**config.mk**
```make
export PLATFORM = sky130hd
export DESIGN_NAME = bit_run_scheduler_flat
export DESIGN_NICKNAME = d
export VERILOG_FILES = /design/src/rtl/bit_run_scheduler_if.sv /design/src/rtl/bit_run_scheduler.sv /design/src/flat_wrapper.sv
export SDC_FILE = /design/constraint.sdc
export NUM_CORES = 1
export LEC_CHECK = 0
export BUFFER_PORTS_ARGS = -buffer_cell sky130_fd_sc_hd__clkbuf_2
export CORE_ASPECT_RATIO = 1.1
export CORE_UTILIZATION = 50
export CTS_BUF_LIST = sky130_fd_sc_hd__clkbuf_4 sky130_fd_sc_hd__clkbuf_8
export DETAILED_ROUTE_END_ITERATION = 16
export PLACE_DENSITY_LB_ADDON = 0.25
export RECOVER_POWER = 25
export SLEW_MARGIN = 20
export SYNTH_ARGS = -nofsm -noshare
export SYNTH_HDL_FRONTEND = slang
export SYNTH_SLANG_ARGS = --single-unit
```
**constraint.sdc**
```tcl
create_clock -name clk -period 4.5 [get_ports clk]
set_input_delay 0.45 -clock clk [delete_from_list [all_inputs] [get_ports clk]]
set_output_delay 0.45 -clock clk [all_outputs]
set_load 0.03 [all_outputs]
```
**src/rtl/bit_run_scheduler_if.sv**
```systemverilog
// Handshake bundle for bit_run_scheduler: four requesters' level requests
// and job words in, grant/complete pulses and per-job results out.
//   req       : per-requester job request (level)
//   din       : job words, requester i at din[i*DATA_W +: DATA_W]
//   ack       : one-hot job-accepted pulse
//   busy      : a job is in progress
//   done      : job-complete pulse, results valid alongside
//   done_id   : requester of the completed job
//   hit       : at least one run found in the completed job
//   match_cnt : run count of the completed job
//   state_out : current scheduler state
interface bit_run_scheduler_if #(
  parameter int DATA_W = 8
);

  logic [3:0]          req;
  logic [4*DATA_W-1:0] din;
  logic [3:0]          ack;
  logic                busy;
  logic                done;
  logic [1:0]          done_id;
  logic                hit;
  logic [3:0]          match_cnt;
  logic [1:0]          state_out;

  modport master (
    output req,
    output din,
    input  ack,
    input  busy,
    input  done,
    input  done_id,
    input  hit,
    input  match_cnt,
    input  state_out
  );

  modport slave (
    input  req,
    input  din,
    output ack,
    output busy,
    output done,
    output done_id,
    output hit,
    output match_cnt,
    output state_out
  );

endinterface

```
**src/rtl/bit_run_scheduler.sv**
```systemverilog
// Round-robin job scheduler for four requesters. A granted job word is
// scanned LSB first for non-overlapping runs of RUN_LEN ones.
// Ports:
//   clk : rising-edge clock
//   rst : asynchronous active-high reset
//   bus : bit_run_scheduler_if.slave (req/din in; ack, busy, done,
//         done_id, hit, match_cnt, state_out out; all outputs registered)
// Build option:
//   MATCH_COUNT_EN : builds the saturating 4-bit match counter; without it
//                    match_cnt is tied to 0 and only hit is reported.
module bit_run_scheduler #(
  parameter int DATA_W  = 8,
  parameter int RUN_LEN = 3
) (
  input  logic                  clk,
  input  logic                  rst,
  bit_run_scheduler_if.slave    bus
);

  localparam logic [1:0] IDLE  = 2'b00;
  localparam logic [1:0] SHIFT = 2'b01;
  localparam logic [1:0] DONE  = 2'b10;

  localparam int CNT_W = $clog2(DATA_W + 1);
  localparam int RUN_W = $clog2(RUN_LEN + 1);

  localparam logic [CNT_W-1:0] BITS_END = CNT_W'(DATA_W);
  localparam logic [RUN_W-1:0] RUN_LAST = RUN_W'(RUN_LEN - 1);

  logic [1:0]        state;
  logic [1:0]        last_grant;
  logic [1:0]        job_id;
  logic [DATA_W-1:0] word;
  logic [CNT_W-1:0]  bit_cnt;
  logic [RUN_W-1:0]  run_cnt;
  logic [3:0]        ack_r;
  logic              done_r;
  logic              busy_r;
  logic              hit_r;

  logic              grant_found;
  logic [1:0]        grant_id;
  logic [1:0]        probe;
  logic              grant_ev;
  logic              consume;
  logic              match_ev;

  // Round-robin search, starting one past the last granted requester.
  always_comb begin
    grant_found = 1'b0;
    grant_id    = last_grant;
    probe       = last_grant;
    for (int k = 1; k <= 4; k++) begin
      probe = last_grant + 2'(k);
      if (!grant_found && bus.req[probe]) begin
        grant_found = 1'b1;
        grant_id    = probe;
      end
    end
  end

  assign grant_ev = (state == IDLE) && grant_found;

  // SHIFT spends DATA_W edges consuming bits, then one more edge
  // publishing the finished result into DONE.
  assign consume  = (state == SHIFT) && (bit_cnt != BITS_END);
  assign match_ev = consume && word[0] && (run_cnt == RUN_LAST);

  always_ff @(posedge clk or posedge rst) begin
    if (rst) begin
      state      <= IDLE;
      last_grant <= 2'd3;
      job_id     <= 2'd0;
      word       <= '0;
      bit_cnt    <= '0;
      run_cnt    <= '0;
      ack_r      <= 4'd0;
      done_r     <= 1'b0;
      busy_r     <= 1'b0;
      hit_r      <= 1'b0;
    end else begin
      ack_r  <= 4'd0;
      done_r <= 1'b0;
      unique case (state)
        IDLE: begin
          if (grant_found) begin
            state      <= SHIFT;
            busy_r     <= 1'b1;
            ack_r      <= 4'b0001 << grant_id;
            last_grant <= grant_id;
            job_id     <= grant_id;
            word       <= bus.din[grant_id*DATA_W +: DATA_W];
            bit_cnt    <= '0;
            run_cnt    <= '0;
            hit_r      <= 1'b0;
          end
        end
        SHIFT: begin
          if (consume) begin
            bit_cnt <= bit_cnt + 1'b1;
            word    <= word >> 1;
            if (!word[0]) begin
              run_cnt <= '0;
            end else if (run_cnt == RUN_LAST) begin
              // Runs do not overlap: restart after each match.
              run_cnt <= '0;
              hit_r   <= 1'b1;
            end else begin
              run_cnt <= run_cnt + 1'b1;
            end
          end else begin
            state  <= DONE;
            done_r <= 1'b1;
          end
        end
        DONE: begin
          state  <= IDLE;
          busy_r <= 1'b0;
        end
        default: begin
          state  <= IDLE;
          busy_r <= 1'b0;
        end
      endcase
    end
  end

`ifdef MATCH_COUNT_EN
  logic [3:0] cnt_r;

  always_ff @(posedge clk or posedge rst) begin
    if (rst) begin
      cnt_r <= 4'd0;
    end else if (grant_ev) begin
      cnt_r <= 4'd0;
    end else if (match_ev && (cnt_r != 4'hF)) begin
      cnt_r <= cnt_r + 4'd1;
    end
  end

  assign bus.match_cnt = cnt_r;
`else
  assign bus.match_cnt = 4'd0;
`endif

  assign bus.ack       = ack_r;
  assign bus.done      = done_r;
  assign bus.busy      = busy_r;
  assign bus.done_id   = job_id;
  assign bus.hit       = hit_r;
  assign bus.state_out = state;

endmodule

```
**src/flat_wrapper.sv**
```systemverilog
// flat-port wrapper written by rule: the top's interface ports become plain ports
module bit_run_scheduler_flat 
#(
  parameter int DATA_W  = 8,
  parameter int RUN_LEN = 3
)
  (clk, rst, bus_req, bus_din, bus_ack, bus_busy, bus_done, bus_done_id, bus_hit, bus_match_cnt, bus_state_out);
  bit_run_scheduler_if #(.DATA_W(DATA_W)) bus_i ();
  input  logic clk;
  input  logic rst;
  input wire logic [$bits(bus_i.req)-1:0] bus_req;
  input wire logic [$bits(bus_i.din)-1:0] bus_din;
  output wire logic [$bits(bus_i.ack)-1:0] bus_ack;
  output wire logic [$bits(bus_i.busy)-1:0] bus_busy;
  output wire logic [$bits(bus_i.done)-1:0] bus_done;
  output wire logic [$bits(bus_i.done_id)-1:0] bus_done_id;
  output wire logic [$bits(bus_i.hit)-1:0] bus_hit;
  output wire logic [$bits(bus_i.match_cnt)-1:0] bus_match_cnt;
  output wire logic [$bits(bus_i.state_out)-1:0] bus_state_out;
  assign bus_i.req = bus_req;
  assign bus_i.din = bus_din;
  assign bus_ack = bus_i.ack;
  assign bus_busy = bus_i.busy;
  assign bus_done = bus_i.done;
  assign bus_done_id = bus_i.done_id;
  assign bus_hit = bus_i.hit;
  assign bus_match_cnt = bus_i.match_cnt;
  assign bus_state_out = bus_i.state_out;
  bit_run_scheduler #(.DATA_W(DATA_W), .RUN_LEN(RUN_LEN)) u_core (.clk(clk), .rst(rst), .bus(bus_i));
endmodule
```
==> results.yml <==
setup_path:
  worstSetupStartpointType: "flop"
  slowest_delay_ns: 0.46
  cp_slowest_cell: "dfrtp_1"
  cp.arrival_ns: 2.64
  worstPathCellList: "or2_1 -> nor2_2 -> nor2_2 -> inv_2 -> o211ai_1 -> or3b_1 -> o221a_2"
  crit_top_cell: "nor2_2"
  critical_path_class: "flop to flop"
  crit_path_max_fanout: 17
  worstPathRequired_ns: 4.74
  endpoint_kind: "flop"
sta:
  setup_viol: 0
  fin_crit_sh: 0.533
  worst_pin_slew_ns: 0.938
  fin_crit_ns: 2.40
  hold_viol: 0
  finalWorstSetupSlack_ns: 2.10
  rsz0062_at_grt: "false"
  fmax_mhz: 417
  fin_worst_skew_ns: 0.00853
  maxSlewHeadroom: 0.371
  slew_violations: 0
  finalSetupTns_ns: 0
logic_synthesis:
  syn-mean-instance-area_um2: 9.41
  ys_seq_elements: 27
  synth_xor_area_frac: 0.0101
  synthTopCellsByCount: "dfrtp_1 (25), nand2_1 (21), inv_1 (11)"
  ys.flop_type: "dfrtp_1"
  yosysMostFrequentCell: "dfrtp_1"
  synth_compound_area_frac: 0.232
  synth-adder-area-share: 0.0144
  synth-edff-count: 0
  syn_inst: 185
  async_reset_ff_frac: 1.00
  synth_top_family_by_area: "compound AO/OA/AOI/OAI gates"
  synth.distinct_cells: 43
  synth_top_area_share: 0.359
  netlist_area_um2: 1740
  ys_warn_count: 0
  ys_seq_area_frac: 0.390
  synthTopCellsByArea: "dfrtp_1 (36%), nand2_1 (4.5%), o221a_2 (4.5%), or3b_1 (3.5%), buf_4 (3.5%)"
  yosysTopAreaCell: "dfrtp_1"
  yosys.area_share.simple: 0.223
  synth_mux_area_frac: 0.0180
cts:
  cts_buffer_depth: 2
  cts_tree: "built"
  htree_levels: 1
  cts_resized: 0
  post-cts-setup-buffers: 0
  clockRootBuffer: "clkbuf_4"
  ctsHoldBuffers: 0
  cts_num_sinks: 27
  cts_buffers: 3
  clk_latency_ns: 0.34
  clk_pin_slew_worst_paths_ns: 0.16
drt:
  route.detailed.drc: 0
  routed-via-count: 1440
  ant_nets: 0
  first_iter_violations: 55
  routed_via_density: 5.35
  wl_per_cell_um: 12.6
  first_pass_iters: 6
  wirelength_um: 3390
job:
  drv_cap: 0
global_routing:
  grt_pass1_vias: 1315
  grt_pass1_wl_um: 5820
  antenna_found_initial: 0
  grt_max_degree: 28
  grt.overflow.total: 0
  grt_usage: 0.200
placement:
  dpl.hpwl_um: 2490
  io_buffer_count: 48
  globalplace.congestion: 0.747
  place_area_um2: 1910
  dp_slack_ns: 2.06
die:
  core_area_um2: 3330
  initial_core_util: 0.523
  die_x_um: 58.3
  die_area_um2: 3720
  ioPinCount: 53
  rows: 22
  fp.dieH_um: 63.9
final_layout:
  fin_util: 0.583
  design_area_um2: 1940
  antenna_cells: 0
  synthToLayoutAreaGrowth_pct: 11.6
  fin_nets: 262
  drive_above_1_share: 0.335
pwr:
  cellPowerDensity_nw_per_um2: 633
  leakagePower_nw: 0.937
  irDropWorstVdd_mv: 0.312
status:
  outcome: "complete, no violations"
worst_hold_path:
  hp-class: "input port to async pin"
## logic make-up after synthesis
| logic type | count (synthesis) |
|---|---|
| AND/OR/NAND/NOR | 70 |
| AO/OA/AOI/OAI | 49 |
| buffers and inverters | 31 |
| flip-flops | 27 |
| multiplexers | 3 |
| adder cells (fa/ha/maj) | 2 |
| XOR/XNOR | 2 |
| other | 1 |
## worst paths after layout
kind | from | end | slack (ns) | cells past startpoint
max | u_core.bus.state_out[1] | u_core.word[1] | 2.10 | 7
min | rst | u_core.bus.ack[3] | 0.16 | 2
max reg2reg | u_core.bus.state_out[1] | u_core.word[1] | 2.10 | 7
min reg2reg | u_core.bus.done_id[1] | u_core.bus.done_id[1] | 0.52 | 1
max in group asynchronous | rst | u_core.word[1] | 3.91 | 2
min in group clk | bus_req[0] | u_core.bus.busy | 0.43 | 3
## layout make-up
class | instances | area [µm²]
multi-input cells | 130 | 890
inverters | 12 | 45.0
fillers | 335 | 1390
flip-flops and latches | 27 | 678
repair buffers | 48 | 240
clock inverters | 1 | 7.51
well taps | 48 | 60.1
clock buffers | 3 | 22.5
## registers in the layout (all words and copies together) (netlist names)
register,count
u_core.bus.done,1
u_core.word,8
u_core.bus.hit,1
u_core.last_grant,2
u_core.bus.state_out,2
u_core.bit_cnt,4
u_core.bus.ack,4
u_core.bus.busy,1
u_core.run_cnt,2
u_core.bus.done_id,2
## layer usage
| metal | vias to the layer above | wire length (µm) | global-route usage |
|---|---|---|---|
| met5 | - | 0 | 0 |
| met2 | 40 | 1560 | 0.342 |
| li1 | 728 | - | - |
| met1 | 667 | 1660 | 0.264 |
| met4 | 0 | 53 | 0.0714 |
| met3 | 5 | 123 | 0.0142 |
## report_power, final
| part | internal, W | switching (W) | total, W |
|---|---|---|---|
| clock network | 0.0000341 | 0.0000779 | 0.000112 |
| logic | 0.000297 | 0.000403 | 0.000700 |
| registers | 0.000347 | 0.0000721 | 0.000419 |
## critical path, delay by kind of cell (launching register included)
family / cells / cell delay (ns)
flops: 1 / 0.46
simple gates: 4 / 1.31
buf+inv: 1 / 0.28
compound gates: 2 / 0.26
## metrics by stage
stage               hold slack [ns]  instances  total power (W)
floorplan                     0.469        188          0.00104
global route                  0.225        269          0.00134
global placement              0.488        265          0.00111
detailed placement            0.482        265          0.00113
CTS                           0.341        269          0.00123
finish                        0.157        269          0.00123
## cell usage in the layout, fill, tap and decap left out, drive strengths merged, types with 2 or more instances in the layout
cell    count
nor2b       3
nand2      21
inv        11
mux2i       2
o21ai      10
o211ai      8
nor2       14
nand2b      5
nor4        8
nor3        2
a21oi       4
o311ai      7
nand3       4
conb        4
clkbuf     51
nand3b      2
and3b       2
ha          2
or3b        7
xor2        2
a211o       7
dfstp       2
o221a       7
o21a        2
dfrtp      25
Note: power is estimated with default switching activity, not from simulation.
